### src/rtl/coeff_interp_pkg.sv
// HEVC interpolation coefficient tables (luma 8-tap quarter-pel, chroma 4-tap eighth-pel)
// and the lookup helper shared by the coefficient source actor.
package coeff_interp_pkg;

  typedef logic signed [8:0] coeff_t;

  // Luma rows are indexed by alpha/2: only even eighth-pel positions exist.
  localparam coeff_t LUMA_COEFF [4][8] = '{
    '{ 9'sd0,  9'sd0,  9'sd0,   9'sd64,  9'sd0,   9'sd0,   9'sd0,  9'sd0},
    '{-9'sd1,  9'sd4, -9'sd10,  9'sd58,  9'sd17, -9'sd5,   9'sd1,  9'sd0},
    '{-9'sd1,  9'sd4, -9'sd11,  9'sd40,  9'sd40, -9'sd11,  9'sd4, -9'sd1},
    '{ 9'sd0,  9'sd1, -9'sd5,   9'sd17,  9'sd58, -9'sd10,  9'sd4, -9'sd1}
  };

  localparam coeff_t CHROMA_COEFF [8][4] = '{
    '{ 9'sd0,  9'sd64,  9'sd0,   9'sd0},
    '{-9'sd2,  9'sd58,  9'sd10, -9'sd2},
    '{-9'sd4,  9'sd54,  9'sd16, -9'sd2},
    '{-9'sd6,  9'sd46,  9'sd28, -9'sd4},
    '{-9'sd4,  9'sd36,  9'sd36, -9'sd4},
    '{-9'sd4,  9'sd28,  9'sd46, -9'sd6},
    '{-9'sd2,  9'sd16,  9'sd54, -9'sd4},
    '{-9'sd2,  9'sd10,  9'sd58, -9'sd2}
  };

  // Odd luma alpha folds onto the even row below it (alpha & ~1).
  function automatic coeff_t get_coeff(input int ntap, input logic [2:0] alpha,
                                       input logic [2:0] k);
    if (ntap == 8) return LUMA_COEFF[alpha[2:1]][k];
    return CHROMA_COEFF[alpha][k[1:0]];
  endfunction

endpackage

### src/rtl/coeff_interp_ntap_rr_arbiter_flux.sv
// Combinational round-robin arbiter: first requester at or after ptr_i wins.
module rr_arbiter_flux #(
  parameter int FLUX      = 2,
  parameter int TAG_WIDTH = 1
) (
  input  logic [FLUX-1:0]      req_i,
  input  logic [TAG_WIDTH-1:0] ptr_i,
  output logic [FLUX-1:0]      gnt_o,
  output logic [TAG_WIDTH-1:0] gnt_idx_o,
  output logic                 gnt_v_o
);

  always_comb begin
    logic [TAG_WIDTH-1:0] idx;
    gnt_o     = '0;
    gnt_idx_o = '0;
    gnt_v_o   = 1'b0;
    idx       = '0;
    for (int i = 0; i < FLUX; i++) begin
      idx = TAG_WIDTH'((int'(ptr_i) + i) % FLUX);
      if (!gnt_v_o && req_i[idx]) begin
        gnt_v_o    = 1'b1;
        gnt_idx_o  = idx;
        gnt_o[idx] = 1'b1;
      end
    end
  end

endmodule

### src/rtl/coeff_interp_ntap.sv
// Multi-flux HEVC coefficient source: pops tagged alpha tokens, pushes NTAP tagged coefficients.
// Optional sticky odd-luma-alpha flags when COEFF_ALPHA_ERR_EN is defined; each flux's head is on its own dout lane.
module coeff_interp_ntap
  import coeff_interp_pkg::*;
#(
  parameter  int FLUX        = 2,
  parameter  int NTAP        = 8,
  parameter  int COEFF_WIDTH = 9,
  parameter  int FRAC_WIDTH  = 3,
  localparam int TAG_WIDTH   = (FLUX > 1) ? $clog2(FLUX) : 1
) (
  input  logic                             clk,
  input  logic                             rst,
`ifdef COEFF_ALPHA_ERR_EN
  output logic [FLUX-1:0]                  err_alpha_o,
`endif
  input  logic [TAG_WIDTH+FRAC_WIDTH-1:0]  read_port_alpha_dout_i [FLUX],
  input  logic [FLUX-1:0]                  read_port_alpha_empty_i,
  output logic [FLUX-1:0]                  read_port_alpha_read_o,
  output logic [TAG_WIDTH+COEFF_WIDTH-1:0] write_port_c_din_o [NTAP],
  input  logic [FLUX-1:0]                  write_port_c_full_i [NTAP],
  output logic [NTAP-1:0]                  write_port_c_write_o
);

  if (NTAP != 8 && NTAP != 4) begin : g_bad_ntap
    $error("coeff_interp_ntap: NTAP must be 4 (chroma) or 8 (luma)");
  end

  logic [FLUX-1:0]       hold_v_q, hold_v_d;
  logic [FRAC_WIDTH-1:0] hold_a_q [FLUX];
  logic [TAG_WIDTH-1:0]  rr_acc_q, rr_acc_d, rr_drn_q, rr_drn_d;

  logic [FLUX-1:0]       blocked, drn_req, acc_req, drn_gnt, acc_gnt;
  logic [TAG_WIDTH-1:0]  drn_idx, acc_idx;
  logic                  drn_v, acc_v;
  logic                  unused_tags;

  function automatic logic [TAG_WIDTH-1:0] next_ptr(input logic [TAG_WIDTH-1:0] p);
    return (int'(p) == FLUX - 1) ? '0 : p + 1'b1;
  endfunction

  // A flux stalls if any of its coefficient FIFOs is full; rst forces all requests off.
  always_comb begin
    blocked     = '0;
    unused_tags = 1'b0;
    for (int k = 0; k < NTAP; k++) blocked |= write_port_c_full_i[k];
    for (int f = 0; f < FLUX; f++)
      unused_tags ^= ^read_port_alpha_dout_i[f][TAG_WIDTH+FRAC_WIDTH-1:FRAC_WIDTH];
    drn_req = hold_v_q & ~blocked & {FLUX{~rst}};
  end

  rr_arbiter_flux #(.FLUX(FLUX), .TAG_WIDTH(TAG_WIDTH)) u_drn_arb (
    .req_i     (drn_req),
    .ptr_i     (rr_drn_q),
    .gnt_o     (drn_gnt),
    .gnt_idx_o (drn_idx),
    .gnt_v_o   (drn_v)
  );

  // An occupied slot can take a new token in the same cycle it drains.
  assign acc_req = ~read_port_alpha_empty_i & (~hold_v_q | drn_gnt) & {FLUX{~rst}};

  rr_arbiter_flux #(.FLUX(FLUX), .TAG_WIDTH(TAG_WIDTH)) u_acc_arb (
    .req_i     (acc_req),
    .ptr_i     (rr_acc_q),
    .gnt_o     (acc_gnt),
    .gnt_idx_o (acc_idx),
    .gnt_v_o   (acc_v)
  );

  assign read_port_alpha_read_o = acc_gnt;
  assign write_port_c_write_o   = {NTAP{drn_v}};

  always_comb begin
    for (int k = 0; k < NTAP; k++) begin
      write_port_c_din_o[k] = '0;
      if (drn_v)
        write_port_c_din_o[k] = {drn_idx,
          COEFF_WIDTH'(get_coeff(NTAP, 3'(hold_a_q[drn_idx]), 3'(k)))};
    end
  end

  always_comb begin
    hold_v_d = (hold_v_q & ~drn_gnt) | acc_gnt;
    rr_drn_d = drn_v ? next_ptr(drn_idx) : rr_drn_q;
    rr_acc_d = acc_v ? next_ptr(acc_idx) : rr_acc_q;
  end

  always_ff @(posedge clk or posedge rst) begin
    if (rst) begin
      hold_v_q <= '0;
      rr_acc_q <= '0;
      rr_drn_q <= '0;
    end else begin
      hold_v_q <= hold_v_d;
      rr_acc_q <= rr_acc_d;
      rr_drn_q <= rr_drn_d;
    end
  end

  // Alpha payload needs no reset: it is only observed while hold_v_q is set.
  always_ff @(posedge clk) begin
    for (int f = 0; f < FLUX; f++)
      if (acc_gnt[f]) hold_a_q[f] <= read_port_alpha_dout_i[f][FRAC_WIDTH-1:0];
  end

`ifdef COEFF_ALPHA_ERR_EN
  logic [FLUX-1:0] err_q, err_d, odd_alpha;

  always_comb begin
    for (int f = 0; f < FLUX; f++)
      odd_alpha[f] = (NTAP == 8) && read_port_alpha_dout_i[f][0];
    err_d = err_q | (acc_gnt & odd_alpha);
  end

  always_ff @(posedge clk or posedge rst) begin
    if (rst) err_q <= '0;
    else     err_q <= err_d;
  end

  assign err_alpha_o = err_q;
`endif

  a_read_nonempty: assert property (@(posedge clk) disable iff (rst)
    (read_port_alpha_read_o & read_port_alpha_empty_i) == '0);

  for (genvar k = 0; k < NTAP; k++) begin : g_wr_chk
    a_write_notfull: assert property (@(posedge clk) disable iff (rst)
      !(write_port_c_write_o[k] && write_port_c_full_i[k][drn_idx]));
  end

endmodule

### config.mk
export PLATFORM = sky130hd
export DESIGN_NAME = coeff_interp_ntap
export DESIGN_NICKNAME = d
export VERILOG_FILES = /design/src/rtl/coeff_interp_pkg.sv /design/src/rtl/coeff_interp_ntap_rr_arbiter_flux.sv /design/src/rtl/coeff_interp_ntap.sv
export SDC_FILE = /design/constraint.sdc
export NUM_CORES = 1
export LEC_CHECK = 0
export CAP_MARGIN = 20
export CORE_AREA = 2 2 67 75
export DETAILED_ROUTE_END_ITERATION = 7
export DIE_AREA = 0 0 69 77
export GPL_ROUTABILITY_DRIVEN = 0
export GPL_TIMING_DRIVEN = 1
export PLACE_DENSITY = 0.78
export SYNTH_ARGS = -nofsm -noshare
export SYNTH_HDL_FRONTEND = slang
export SYNTH_SLANG_ARGS = --single-unit
### constraint.sdc
create_clock -name clk -period 2.7 [get_ports clk]
set_clock_uncertainty 0.2 [all_clocks]
set_input_delay 0.54 -clock clk [delete_from_list [all_inputs] [get_ports clk]]
set_output_delay 0.54 -clock clk [all_outputs]
set_load 0.005 [all_outputs]
# Word level (Yosys, flattened, before mapping)
# Memories as Yosys holds them, arrays and structs flattened.
# Index checks and enable logic that the tools add are counted.
totals:
  reg_bits: 4
  mem_bits_rw: 6
  rom_bits: 288
  in_bits: 28
  elab_cells: 110
  memories: 2
mem_list:
  columns: ["name", "depth", "width", "rd", "rd_clocked_by_memory_dff", "wr", "line_no", "text"]
  rows:
  - ["(name not given)", 8, 36, 1, 0, 0, "coeff_interp_pkg.sv:30", "return CHROMA_COEFF[alpha][k[1:0]];"]
  - ["hold_a_q", 2, 3, 1, 0, 1, "coeff_interp_ntap.sv:30", "logic [FRAC_WIDTH-1:0] hold_a_q [FLUX];"]
classes:
  addsub: 4
  magnitude_cmp: 10
  muxes: 59
  bitwise: 23
  n_reduce_logical: 9
ops:
  columns: ["operator", "n"]
  rows:
  - ["72-bit binary-select mux with 2-bit select", 1]
  - ["72-bit 2-to-1 mux", 2]
  - ["10-bit 2-to-1 mux", 8]
  - ["36-bit 2-to-1 mux", 2]
  - ["9-bit 2-to-1 mux", 8]
  - ["1-bit 2-to-1 mux", 29]
  - ["2-bit OR", 11]
  - ["2-bit bitwise AND", 5]
  - ["1-bit by 2-bit < comparator with 1-bit output (second input constant)", 4]
  - ["2-bit 2-to-1 mux", 4]
  - ["2-bit NOT", 4]
  - ["1-bit logical AND", 6]
  - ["1-bit adder (second input constant)", 4]
  - ["1-bit demux with 1-bit select", 4]
  - ["1-bit greater-or-equal comparator (second input constant)", 4]
  - ["4-bit greater-or-equal comparator (second input constant)", 1]
  - ["3-bit NOT with 4-bit output", 1]
  - ["3-bit greater-or-equal comparator (second input constant)", 1]
  - ["3-bit 2-to-1 mux", 1]
  - ["2-bit NOT with 3-bit output", 1]
  - ["3-bit OR reduction", 1]
  - ["1-bit zero test", 2]
  - ["1-bit NOT", 1]

# Longest topological paths before layout
logic_depth:
  word_depth: 29
  mapped_depth: 7
  mapped_depth_nobuf: 6

# Modules after synthesis
# From an unflattened synthesis, not the netlist that was laid out.
unflattened:
  hier_cells: 132
  area_unflattened_um2: 1148.6
by_module_without_submodules:
  columns: ["mod", "n_inst", "cells_each", "area_each_um2", "seq_area_each_um2"]
  rows:
  - ["coeff_interp_ntap", 1, 122, 1083.5, 220.2]
  - ["rr_arbiter_flux", 2, 5, 32.5, 0.0]

# Least setup slack after synthesis
# Ideal clock, no wire load.
synth_path:
  path_type: "in2out"
  startpoint: "input write_port_c_full_i[8] in the netlist's numbering"
  endpoint: "output write_port_c_din_o[25] in the netlist's numbering"
  arrival_ns: 2.251
  t_required_ns: 1.960
  slack_ns: -0.291
  path_stages: 7
  path_buffers: 1
  path_cell_list: "nor4_2 > and4_4 > o21ai_0 > and2_1 > ha_1 > nor2_1 > buf_4"
synth_lines:
  columns: ["item", "line_no", "text"]
  rows:
  - ["start, declared", "coeff_interp_ntap.sv:21", "input logic [FLUX-1:0] write_port_c_full_i [NTAP],"]
  - ["end, declared", "coeff_interp_ntap.sv:20", "output logic [TAG_WIDTH+COEFF_WIDTH-1:0] write_port_c_din_o [NTAP],"]

==> metrics.log <==
INFO  metric clkPwrFrac = 38.9%
INFO  metric fraction_of_final_layout_cells_sized_beyond_drive_strength_1 = 70.0%
INFO  metric p_sw_share = 26.3%
INFO  metric htreeDepth = 1
INFO  metric start_util = 27.2%
INFO  metric synth_area_per_cell = 8.48 um2
INFO  metric status = finished with violations
INFO  metric layout.cells.non_filler = 296
INFO  metric place.detailed.hpwl = 2570 um
INFO  metric design.portCount = 118
INFO  metric cts_tree = yes
INFO  metric arrival_time_at_the_worst_endpoint = 2.18 ns
INFO  metric grt_antenna_before_repair = 0
INFO  metric gr-usage-all-layers = 13.2%
INFO  metric synth_enable_flop_cells = 4
INFO  metric achievable-frequency = 342 MHz
INFO  metric drv_slew = 0
INFO  metric cts_sinks = 8
INFO  metric grt_first_pass_wirelength = 5770 um
INFO  metric number_of_global_route_vias_before_repair = 1246
INFO  metric wl_per_cell = 12.5 um
INFO  metric placed_cells = 260
INFO  metric mapped_cells = 146
INFO  metric post-route-worst-setup-slack = -0.223 ns
INFO  metric worstSkewPairLatency = 0.23 ns
INFO  metric rr_startpoint = hold_v_q[0]
INFO  metric core_area = 4550 um2
INFO  metric synth_top_flop_cell = sky130_fd_sc_hd__edfxtp_1
INFO  metric post_drt_antenna_nets = 0
INFO  metric die-area = 5310 um2
INFO  metric ir_drop = 0.226 mV
INFO  metric timing.hold.worst.class = input port to async pin
INFO  metric dieHeight = 77 um
INFO  metric setup_viol = 37
INFO  metric synthArstFlopShare = 50.0%
INFO  metric worst_setup_path_start_kind = input port
INFO  metric grt_setup_unrepaired = yes
INFO  metric drt-pass1-iter-count = 2
INFO  metric crit_required = 1.96 ns
INFO  metric numPortBuffers = 92
INFO  metric powerDensity = 167 nW/um2
INFO  metric yosysWarnings = 0
INFO  metric cell_internal_pwr = 0.288 mW
INFO  metric cts_made_buffers = 3
INFO  metric maximum_number_of_pins_on_one_net_before_global_route_repair = 9
INFO  metric total_power = 0.391 mW
INFO  metric final_core_util = 51.5%
INFO  metric netlist_area = 1240 um2
INFO  metric min_hold_slack = 0.269 ns
INFO  metric vias_per_cell = 4.01
INFO  metric clockRootBuffer = sky130_fd_sc_hd__clkbuf_8
INFO  metric synth_seq_cells = 8
INFO  metric clock_pin_transition_on_the_worst_setup_and_hold_timing_paths = 0.04 ns
INFO  metric drt_iter0_drc = 3
INFO  metric crit_path_max_fanout = 6
INFO  metric worstSetupPathType = input port to output pin
INFO  metric synth_sequential_area_ratio = 17.8%
INFO  metric detail_route.drc_violations = 0
INFO  metric power.sequential.fraction = 37.2%
INFO  metric cts_max_path_buffers = 2
INFO  metric chipWidth = 69 um
INFO  metric fp-row-count = 26
INFO  metric timing.max_cap.violations = 0
INFO  metric violations = setup timing
INFO  metric launch_point_of_the_critical_path = write_port_c_full_i[2]
INFO  metric finalCriticalPeriod = 2.92 ns
INFO  metric switchingPower = 0.103 mW
INFO  metric leakage = 1.22 nW
INFO  metric finalWirelength = 3710 um
INFO  metric num_antenna_cells = 0
INFO  metric flow.area_growth_from_synthesis = 89.2%
INFO  metric timing.final.hold_violations = 0
INFO  metric comb_power_share = 23.9%
INFO  metric cts_hold_buf = 0
INFO  metric grt.overflow.total = 0
INFO  metric via_count = 1187
INFO  metric timing.final.crit_share = 108%
INFO  metric setup.worst_path.end_class = output pin
INFO  metric final_nets = 273
INFO  metric synth.distinct_cells = 30
[critical path, cell delays in order]
cell                      delay, ns
sky130_fd_sc_hd__buf_6         0.10
sky130_fd_sc_hd__nor4_4        0.29
sky130_fd_sc_hd__buf_4         0.17
sky130_fd_sc_hd__nand4_1       0.19
sky130_fd_sc_hd__nand3_2       0.13
sky130_fd_sc_hd__and2_4        0.18
sky130_fd_sc_hd__ha_4          0.20
sky130_fd_sc_hd__and2_4        0.15
sky130_fd_sc_hd__buf_6         0.12
sky130_fd_sc_hd__buf_6         0.10
[cell usage in the layout (no fill, tap or decap), types with 6 or more instances in the layout]
| cell type | count |
|---|---|
| sky130_fd_sc_hd__and2_4 | 6 |
| sky130_fd_sc_hd__buf_2 | 29 |
| sky130_fd_sc_hd__buf_4 | 42 |
| sky130_fd_sc_hd__buf_6 | 43 |
| sky130_fd_sc_hd__clkbuf_2 | 6 |
| sky130_fd_sc_hd__clkdlybuf4s50_1 | 6 |
| sky130_fd_sc_hd__conb_1 | 21 |
| sky130_fd_sc_hd__dlygate4sd2_1 | 16 |
[power by group through the flow]
stage / Sequential [mW] / Combinational, mW / Clock, mW
2_1_floorplan: 0.143 / 0.0498 / 0
3_3_place_gp: 0.144 / 0.0831 / 0
3_5_place_dp: 0.144 / 0.0866 / 0
4_1_cts: 0.145 / 0.0915 / 0.156
5_1_grt: 0.146 / 0.100 / 0.162
6_report: 0.145 / 0.0933 / 0.152
[timing repair]
action | in CTS | in global routing
setup buffers | 33 | 3
cloned | 3 | 0
endpoints found under the setup margin | 69 | 55
pin swaps | 24 | 8
resized for setup | 362 | 16
[path summary, 6_finish.rpt]
path	to	slack, ns	depth (start not counted)
worst max-delay path	write_port_c_din_o[72]	-0.22	10
worst min-delay path	async pin	0.27	4
worst max register to register	hold_a_q[1][1]	0.46	10
worst min register to register	hold_v_q[0]	0.47	2
max in group asynchronous	rr_drn_q	1.88	4
min in group clk	hold_v_q[0]	0.47	2
[metrics by stage]
| step | TNS, ns | setup WS [ns] | area, um2 |
|---|---|---|---|
| floorplan | -0.632 | -0.0486 | 1350 |
| global placement | -53.18 | -0.935 | 1940 |
| detailed placement | -55.96 | -0.982 | 1940 |
| CTS | -4.53 | -0.215 | 2390 |
| global route | -7.76 | -0.309 | 2340 |
| finish | -3.88 | -0.223 | 2340 |
[per-layer routing]
layer | GRT usage, % | vias to the layer above | routed length (um)
met1 | 12.0 | 552 | 1160
met3 | 2.37 | 8 | 202
li1 | - | 575 | -
met2 | 28.2 | 52 | 2240
met5 | 0 | - | 0
met4 | 4.12 | 0 | 102
[cell families after synthesis]
family                     count (synthesis)  synth area share [%]
AOI/OAI and AO/OA                         14                  8.18
buffers and inverters                     85                  50.0
adders and majority gates                  4                  4.04
and+or+nand+nor                           34                  19.7
DFF                                        8                  17.8
other                                      1                 0.303
[cell usage after synthesis, types with 2 or more instances]
cell type,number,area (um2)
sky130_fd_sc_hd__a21oi_1,3,15.0
sky130_fd_sc_hd__and2_1,7,43.8
sky130_fd_sc_hd__buf_4,80,601
sky130_fd_sc_hd__dfrtp_1,4,100
sky130_fd_sc_hd__edfxtp_1,4,120
sky130_fd_sc_hd__ha_1,4,50.1
sky130_fd_sc_hd__inv_1,5,18.8
sky130_fd_sc_hd__nand2_1,2,7.51
sky130_fd_sc_hd__nand3_1,4,20.0
sky130_fd_sc_hd__nand4_1,2,12.5
sky130_fd_sc_hd__nor2_1,6,22.5
sky130_fd_sc_hd__nor2b_1,2,12.5
sky130_fd_sc_hd__nor4_2,2,25.0
sky130_fd_sc_hd__nor4_4,2,42.5
sky130_fd_sc_hd__o21ai_0,4,20.0
[cell type report]
type,instances,area [um2]
fillers,445,2210
inverters,5,23.8
clock buffers,4,45.0
well taps,56,70.1
multi-input cells,75,723
repair buffers,148,1260
flip-flops and latches,8,220
(Power assumes the default switching activity.)
